## src/rtl/sram_req_arbiter_pkg.sv

```systemverilog
// Shared definitions for the SRAM-like request arbiter: master IDs, the
// lock-owner state encoding and the width of one packed request bus.
`ifndef SRAM_REQ_ARBITER_PKG_SV
`define SRAM_REQ_ARBITER_PKG_SV

// req + wr + wen[3:0] + addr[31:0] + wdata[31:0]
`define SRAM_REQ_BUS_W 70

package sram_req_arbiter_pkg;

    localparam logic MST_INST = 1'b0;
    localparam logic MST_DATA = 1'b1;

    typedef enum logic [1:0] {
        LOCK_FREE = 2'd0,
        LOCK_INST = 2'd1,
        LOCK_DATA = 2'd2
    } lock_state_t;

endpackage

`endif

```

## src/rtl/sram_req_arbiter_id_fifo.sv

```systemverilog
// In-order FIFO of request owner IDs. Pointers wrap naturally because DEPTH
// is a power of two; push when full and pop when empty are ignored.
module sram_req_arbiter_id_fifo #(
    parameter int DEPTH = 4,
    parameter int WIDTH = 1
) (
    input  logic                     clk,
    input  logic                     resetn,
    input  logic                     push,
    input  logic                     pop,
    input  logic [WIDTH-1:0]         din,
    output logic [WIDTH-1:0]         dout,
    output logic                     full,
    output logic                     empty,
    output logic [$clog2(DEPTH):0]   count
);

    localparam int PW = $clog2(DEPTH);
    localparam int CW = PW + 1;

    logic [WIDTH-1:0] mem [DEPTH];
    logic [PW-1:0]    wr_ptr;
    logic [PW-1:0]    rd_ptr;
    logic [CW-1:0]    count_q;
    logic             do_push;
    logic             do_pop;

    assign full    = (count_q == CW'(DEPTH));
    assign empty   = (count_q == '0);
    assign do_push = push && !full;
    assign do_pop  = pop && !empty;
    assign dout    = mem[rd_ptr];
    assign count   = count_q;

    // Storage has no reset: an entry is only read after it has been written.
    always_ff @(posedge clk) begin
        if (do_push) begin
            mem[wr_ptr] <= din;
        end
    end

    // Pointers and occupancy; simultaneous push and pop leave count unchanged.
    always_ff @(posedge clk or negedge resetn) begin
        if (!resetn) begin
            wr_ptr  <= '0;
            rd_ptr  <= '0;
            count_q <= '0;
        end else begin
            if (do_push) begin
                wr_ptr <= wr_ptr + PW'(1);
            end
            if (do_pop) begin
                rd_ptr <= rd_ptr + PW'(1);
            end
            if (do_push && !do_pop) begin
                count_q <= count_q + CW'(1);
            end else if (do_pop && !do_push) begin
                count_q <= count_q - CW'(1);
            end
        end
    end

endmodule

```

## src/rtl/sram_req_arbiter.sv

```systemverilog
// Shares one SRAM-like port between instruction fetch (M0) and data (M1).
// Grant is combinational from registered lock/starve state, so the request
// path adds no latency; responses are steered by an in-order owner FIFO.
//
// state     | meaning
// LOCK_FREE | no request stalled; priority logic picks the grant
// LOCK_INST | inst request presented but not yet accepted; grant held on inst
// LOCK_DATA | data request presented but not yet accepted; grant held on data
module sram_req_arbiter
    import sram_req_arbiter_pkg::*;
#(
    parameter int OUTSTANDING  = 4,
    parameter int STARVE_LIMIT = 8
) (
    input  logic                          clk,
    input  logic                          resetn,

    input  logic                          inst_req,
    input  logic                          inst_wr,
    input  logic [3:0]                    inst_wen,
    input  logic [31:0]                   inst_addr,
    input  logic [31:0]                   inst_wdata,
    output logic                          inst_addr_ok,
    output logic                          inst_data_ok,
    output logic [31:0]                   inst_rdata,

    input  logic                          data_req,
    input  logic                          data_wr,
    input  logic [3:0]                    data_wen,
    input  logic [31:0]                   data_addr,
    input  logic [31:0]                   data_wdata,
    output logic                          data_addr_ok,
    output logic                          data_data_ok,
    output logic [31:0]                   data_rdata,

    output logic                          mem_req,
    output logic                          mem_wr,
    output logic [3:0]                    mem_wen,
    output logic [31:0]                   mem_addr,
    output logic [31:0]                   mem_wdata,
    input  logic                          mem_addr_ok,
    input  logic                          mem_data_ok,
    input  logic [31:0]                   mem_rdata,

    output logic [$clog2(OUTSTANDING):0]  outstanding_cnt,
    output logic                          resp_err
);

    // Down-counter of data grants still allowed before inst is forced.
    localparam int SC_W = $clog2(STARVE_LIMIT + 1);
    localparam logic [SC_W-1:0] STARVE_LOAD = SC_W'(STARVE_LIMIT);

    lock_state_t               lock_q;
    lock_state_t               lock_d;
    logic [SC_W-1:0]           starve_left_q;
    logic                      gnt_vld;
    logic                      gnt_id;
    logic [`SRAM_REQ_BUS_W-1:0] inst_bus;
    logic [`SRAM_REQ_BUS_W-1:0] data_bus;
    logic [`SRAM_REQ_BUS_W-1:0] gnt_bus;
    logic                      hs;
    logic                      inst_hs;
    logic                      data_hs;
    logic                      fifo_push;
    logic                      fifo_pop;
    logic [0:0]                fifo_din;
    logic [0:0]                fifo_dout;
    logic                      fifo_full;
    logic                      fifo_empty;

    // Grant selection: lock owner, else blocked when full, else starve
    // override, else data before inst. Nothing is granted while in reset.
    always_comb begin
        gnt_vld = 1'b0;
        gnt_id  = MST_DATA;
        if (resetn) begin
            if (lock_q == LOCK_INST) begin
                gnt_vld = 1'b1;
                gnt_id  = MST_INST;
            end else if (lock_q == LOCK_DATA) begin
                gnt_vld = 1'b1;
                gnt_id  = MST_DATA;
            end else if (fifo_full) begin
                gnt_vld = 1'b0;
            end else if (starve_left_q == '0 && inst_req) begin
                gnt_vld = 1'b1;
                gnt_id  = MST_INST;
            end else if (data_req) begin
                gnt_vld = 1'b1;
                gnt_id  = MST_DATA;
            end else if (inst_req) begin
                gnt_vld = 1'b1;
                gnt_id  = MST_INST;
            end
        end
    end

    assign inst_bus = {inst_req, inst_wr, inst_wen, inst_addr, inst_wdata};
    assign data_bus = {data_req, data_wr, data_wen, data_addr, data_wdata};
    assign gnt_bus  = !gnt_vld ? '0 : ((gnt_id == MST_DATA) ? data_bus : inst_bus);
    assign {mem_req, mem_wr, mem_wen, mem_addr, mem_wdata} = gnt_bus;

    assign hs           = mem_req && mem_addr_ok;
    assign inst_hs      = hs && (gnt_id == MST_INST);
    assign data_hs      = hs && (gnt_id == MST_DATA);
    assign inst_addr_ok = inst_hs;
    assign data_addr_ok = data_hs;

    // Lock state register.
    always_ff @(posedge clk or negedge resetn) begin
        if (!resetn) begin
            lock_q <= LOCK_FREE;
        end else begin
            lock_q <= lock_d;
        end
    end

    // Hold the grant on a presented-but-unaccepted request; release on accept.
    always_comb begin
        lock_d = lock_q;
        if (hs) begin
            lock_d = LOCK_FREE;
        end else if (mem_req) begin
            lock_d = (gnt_id == MST_INST) ? LOCK_INST : LOCK_DATA;
        end
    end

    // Starve budget: reload whenever inst is idle or served, spend one per
    // data grant that inst had to wait behind, stop at zero.
    always_ff @(posedge clk or negedge resetn) begin
        if (!resetn) begin
            starve_left_q <= STARVE_LOAD;
        end else if (!inst_req || inst_hs) begin
            starve_left_q <= STARVE_LOAD;
        end else if (data_hs && starve_left_q != '0) begin
            starve_left_q <= starve_left_q - SC_W'(1);
        end
    end

    assign fifo_push = hs && !fifo_full;
    assign fifo_pop  = mem_data_ok && !fifo_empty;
    assign fifo_din  = gnt_id;

    sram_req_arbiter_id_fifo #(
        .DEPTH (OUTSTANDING),
        .WIDTH (1)
    ) u_id_fifo (
        .clk    (clk),
        .resetn (resetn),
        .push   (fifo_push),
        .pop    (fifo_pop),
        .din    (fifo_din),
        .dout   (fifo_dout),
        .full   (fifo_full),
        .empty  (fifo_empty),
        .count  (outstanding_cnt)
    );

    assign inst_data_ok = fifo_pop && (fifo_dout[0] == MST_INST);
    assign data_data_ok = fifo_pop && (fifo_dout[0] == MST_DATA);
    assign inst_rdata   = mem_rdata;
    assign data_rdata   = mem_rdata;

    // Sticky flag for a response that has no outstanding request to match.
    always_ff @(posedge clk or negedge resetn) begin
        if (!resetn) begin
            resp_err <= 1'b0;
        end else if (mem_data_ok && fifo_empty) begin
            resp_err <= 1'b1;
        end
    end

endmodule

```

## config.mk

```make
export PLATFORM = sky130hd
export DESIGN_NAME = sram_req_arbiter
export DESIGN_NICKNAME = d
export VERILOG_FILES = /design/src/rtl/sram_req_arbiter_pkg.sv /design/src/rtl/sram_req_arbiter_id_fifo.sv /design/src/rtl/sram_req_arbiter.sv
export SDC_FILE = /design/constraint.sdc
export NUM_CORES = 1
export LEC_CHECK = 0
export BUFFER_PORTS_ARGS = -buffer_cell sky130_fd_sc_hd__buf_2
export CAP_MARGIN = 20
export CELL_PAD_IN_SITES_DETAIL_PLACEMENT = 1
export CELL_PAD_IN_SITES_GLOBAL_PLACEMENT = 1
export CORE_MARGIN = 2
export CORE_UTILIZATION = 20
export CTS_BUF_LIST = sky130_fd_sc_hd__clkbuf_4
export CTS_CLUSTER_DIAMETER = 150
export DETAILED_ROUTE_END_ITERATION = 7
export MAX_ROUTING_LAYER = met4
export PLACE_DENSITY = 0.78
export SLEW_MARGIN = 5
export SYNTH_ARGS = -nofsm -noshare
export SYNTH_HDL_FRONTEND = slang
export SYNTH_SLANG_ARGS = --single-unit
```

## constraint.sdc

```tcl
create_clock -name clk -period 2.5 [get_ports clk]
set_clock_uncertainty 0.1 [all_clocks]
set_input_delay 0.375 -clock clk [delete_from_list [all_inputs] [get_ports clk]]
set_output_delay 0.375 -clock clk [all_outputs]
set_load 0.02 [all_outputs]
```

==> insert_results.sql <==
INSERT INTO impl_metrics (metric_group, metric, value, unit) VALUES
('outcome', 'status', 'finished with violations', ''),
('outcome', 'violated_checks', 'setup timing', ''),
('timing', 'final-hold-violation-count', '0', ''),
('worst_setup_path', 'worst-path-max-fanout', '8', ''),
('place', 'hpwl', '10500', 'um'),
('timing', 'max_freq', '0.341', 'GHz'),
('worst_setup_path', 'critPathCaptureType', 'output pin', ''),
('worst_setup_path', 'crit-reg2reg-capture', 'starve_left_q[2]$_DFFE_PN0P_', ''),
('synthesis', 'combinational_family_with_the_most_area_after_synthesis', 'buffers and inverters', ''),
('global_routing', 'antenna_found_initial', '3', ''),
('drt', 'ant_nets', '0', ''),
('global_routing', 'grtUsageTotal', '18.3', '%'),
('worst_setup_path', 'worst_path_most_repeated_cell', 'buf_4', ''),
('drt', 'avgRoutedWirePerCell', '18.2', 'um'),
('synthesis', 'synth_warnings', '0', ''),
('layout', 'final_area', '5460', 'um2'),
('timing', 'worst_slew_margin_rel', '57.9', '%'),
('power', 'pwr_density_cell', '853', 'nW/um2'),
('global_routing', 'pin_count_of_the_biggest_net_entering_global_routing', '57', ''),
('layout', 'final_layout_size_suffix_gt1_share', '68.0', '%'),
('cts', 'root_buffer', 'clkbuf_4', ''),
('layout', 'seq_area', '474', 'um2'),
('cts', 'cts_buffers', '3', ''),
('worst_setup_path', 'worstSetupStartpoint', 'starve_left_q[0]$_DFFE_PN0P_', ''),
('synthesis', 'compound_gate_fraction_of_synth_area', '27.5', '%'),
('global_routing', 'grt.overflow.total', '0', ''),
('cts', 'numClockSinks', '18', ''),
('cts', 'clk_pin_slew_worst_paths', '0.12', 'ns'),
('timing', 'timing.final.max_slew_violations', '0', ''),
('die', 'chipWidth', '124', 'um'),
('cts', 'max_clock_buf_depth', '2', ''),
('worst_setup_path', 'worst_ep_required_time', '2.03', 'ns'),
('place', 'placement.cell_area', '4550', 'um2'),
('synthesis', 'synth_edf_count', '4', ''),
('worst_setup_path', 'worst_r2r_setup_slack', '0.14', 'ns'),
('synthesis', 'synth_simple_gate_area_share', '16.3', '%'),
('power', 'total_leakage_power', '2.59', 'nW'),
('layout', 'final_nets', '800', ''),
('global_routing', 'first_global_vias', '4116', ''),
('layout', 'multiInputGateArea', '2230', 'um2'),
('synthesis', 'synth_top_area_share', '20.6', '%'),
('worst_setup_path', 'reg2reg_from', 'starve_left_q[0]$_DFFE_PN0P_', ''),
('synthesis', 'synth_area_leader', 'a311oi_1', ''),
('synthesis', 'yosys.area_share.adder', '3.72', '%'),
('synthesis', 'synthesis.instances', '415', ''),
('synthesis', 'synth_seq_area_share', '16.3', '%'),
('drt', 'detailed_route_iter0_violations', '123', ''),
('worst_setup_path', 'cp-endpoint', 'mem_wr', ''),
('die', 'starting_utilization_of_the_core_area', '20.7', '%'),
('drt', 'detail_route.drc_violations', '0', ''),
('layout', 'areaGrowthSynthToFinish', '89.0', '%'),
('cts', 'htree_levels', '1', ''),
('die', 'io_pins', '318', ''),
('place', 'port_buffers', '221', ''),
('global_routing', 'grt_util_met3', '2.97', '%'),
('timing', 'timing.final.crit_share', '117', '%'),
('drt', 'routed-via-count', '3753', ''),
('worst_setup_path', 'worst_r2r_path_depth', '10', ''),
('global_routing', 'use_met2', '34.5', '%'),
('synthesis', 'multiplexer_share_of_the_synthesized_area', '1.56', '%'),
('timing', 'setup-violations-final', '71', ''),
('timing', 'rsz0062_at_grt', 'yes', ''),
('worst_setup_path', 'criticalPathCategory', 'reg2out', ''),
('timing', 'fin_worst_hold_slack', '0.00750', 'ns'),
('synthesis', 'postSynthAreaPerCell', '6.96', 'um2'),
('synthesis', 'synth_area_leaders', 'a311oi_1, buf_4, dfrtp_1, inv_1, nor2_1', ''),
('worst_setup_path', 'crit_path_top_delay_cell', 'dfrtp_1', ''),
('power', 'total_chip_power', '4.66', 'mW'),
('timing', 'max_slew.worst_pin.slew', '0.632', 'ns'),
('timing', 'setup_ws', '-0.430', 'ns'),
('synthesis', 'ys_ff_latch', '18', '');
cell usage after synthesis (3+ instances only):
cell type,instances
clkbuf_1,14
inv_1,79
ha_1,7
buf_4,65
a21oi_1,5
xor2_1,3
nor2b_1,6
o32ai_1,3
a21o_1,3
nand2b_1,3
o21ai_0,3
edfxtp_1,4
xnor2_1,3
nor2_1,77
buf_2,15
buf_6,3
nand2_1,8
a311oi_1,68
nor3_1,3
and2_1,4
dfrtp_1,13
power by group:
group | internal, mW | switching (mW) | leakage, nW
clock | 0.0584 | 0.107 | 0.0154
combinational | 1.93 | 2.05 | 2.38
sequential | 0.406 | 0.103 | 0.199
total | 2.39 | 2.27 | 2.59
per-stage QoR:
step	worst slack, ns	util [%]	TNS (ns)	std cells
floorplan	-0.0402	-	-1.73	415
global placement	-0.103	32.5	-3.94	759
detailed placement	-0.192	32.5	-8.20	759
CTS	-0.420	38.5	-27.32	792
global route	-0.502	39.0	-32.01	796
finish	-0.430	39.1	-26.99	798
logic make-up after synthesis:
logic type,count (synthesis)
flip-flops,18
XOR/XNOR,6
buffers and inverters,176
multiplexers,3
AO/OA/AOI/OAI,95
adder cells (fa/ha/maj),8
AND/OR/NAND/NOR,109
state kept, by name, indices dropped and copies added, names as in the netlist:
signal            flops
u_id_fifo.rd_ptr      2
u_id_fifo.wr_ptr      2
resp_err              1
lock_q                2
starve_left_q         4
u_id_fifo.count       3
u_id_fifo.mem         4
cell type report:
| class | instances | share of cell area, % |
|---|---|---|
| well taps | 180 | 4.12 |
| clock inverters | 1 | 0.0687 |
| diodes | 3 | 0.137 |
| multi-input cells | 221 | 40.7 |
| clock buffers | 3 | 0.412 |
| flip-flops and latches | 18 | 8.68 |
| repair buffers | 293 | 40.4 |
| inverters | 79 | 5.43 |
routing by layer:
metal	part of all wire, %	vias up
met4	1.6	0
met1	37	1795
met2	54	173
li1	-	1760
met3	6.9	25
met5	0	-
what timing repair did:
item	CTS	global route
setup endpoints to repair	72	75
pin swaps	42	13
resized for setup	139	28
hold buffers	0	0
cloned	5	1
buffers inserted	24	5
worst min path at each step:
stage                       endpoint  slack, ns  depth (start not counted)
2_1_floorplan  lock_q[0]$_DFFE_PN0P_      -0.02                          0
3_3_place_gp    resp_err$_DFFE_PN0P_       0.34                          1
3_5_place_dp    resp_err$_DFFE_PN0P_       0.35                          1
4_1_cts        lock_q[1]$_DFFE_PN0P_       0.02                          2
5_1_grt        lock_q[0]$_DFFE_PN0P_       0.03                          2
6_report       lock_q[0]$_DFFE_PN0P_      0.008                          2
critical path, delay by kind of cell, from the launching register on:
family | cells | cell delay, ns
buffers and inverters | 5 | 0.70
AND/OR/NAND/NOR | 3 | 0.49
flip-flops | 1 | 0.42
AO/OA/AOI/OAI | 2 | 0.39
adder cells (fa/ha/maj) | 1 | 0.13
No activity file was read; power rests on OpenSTA's default activity.
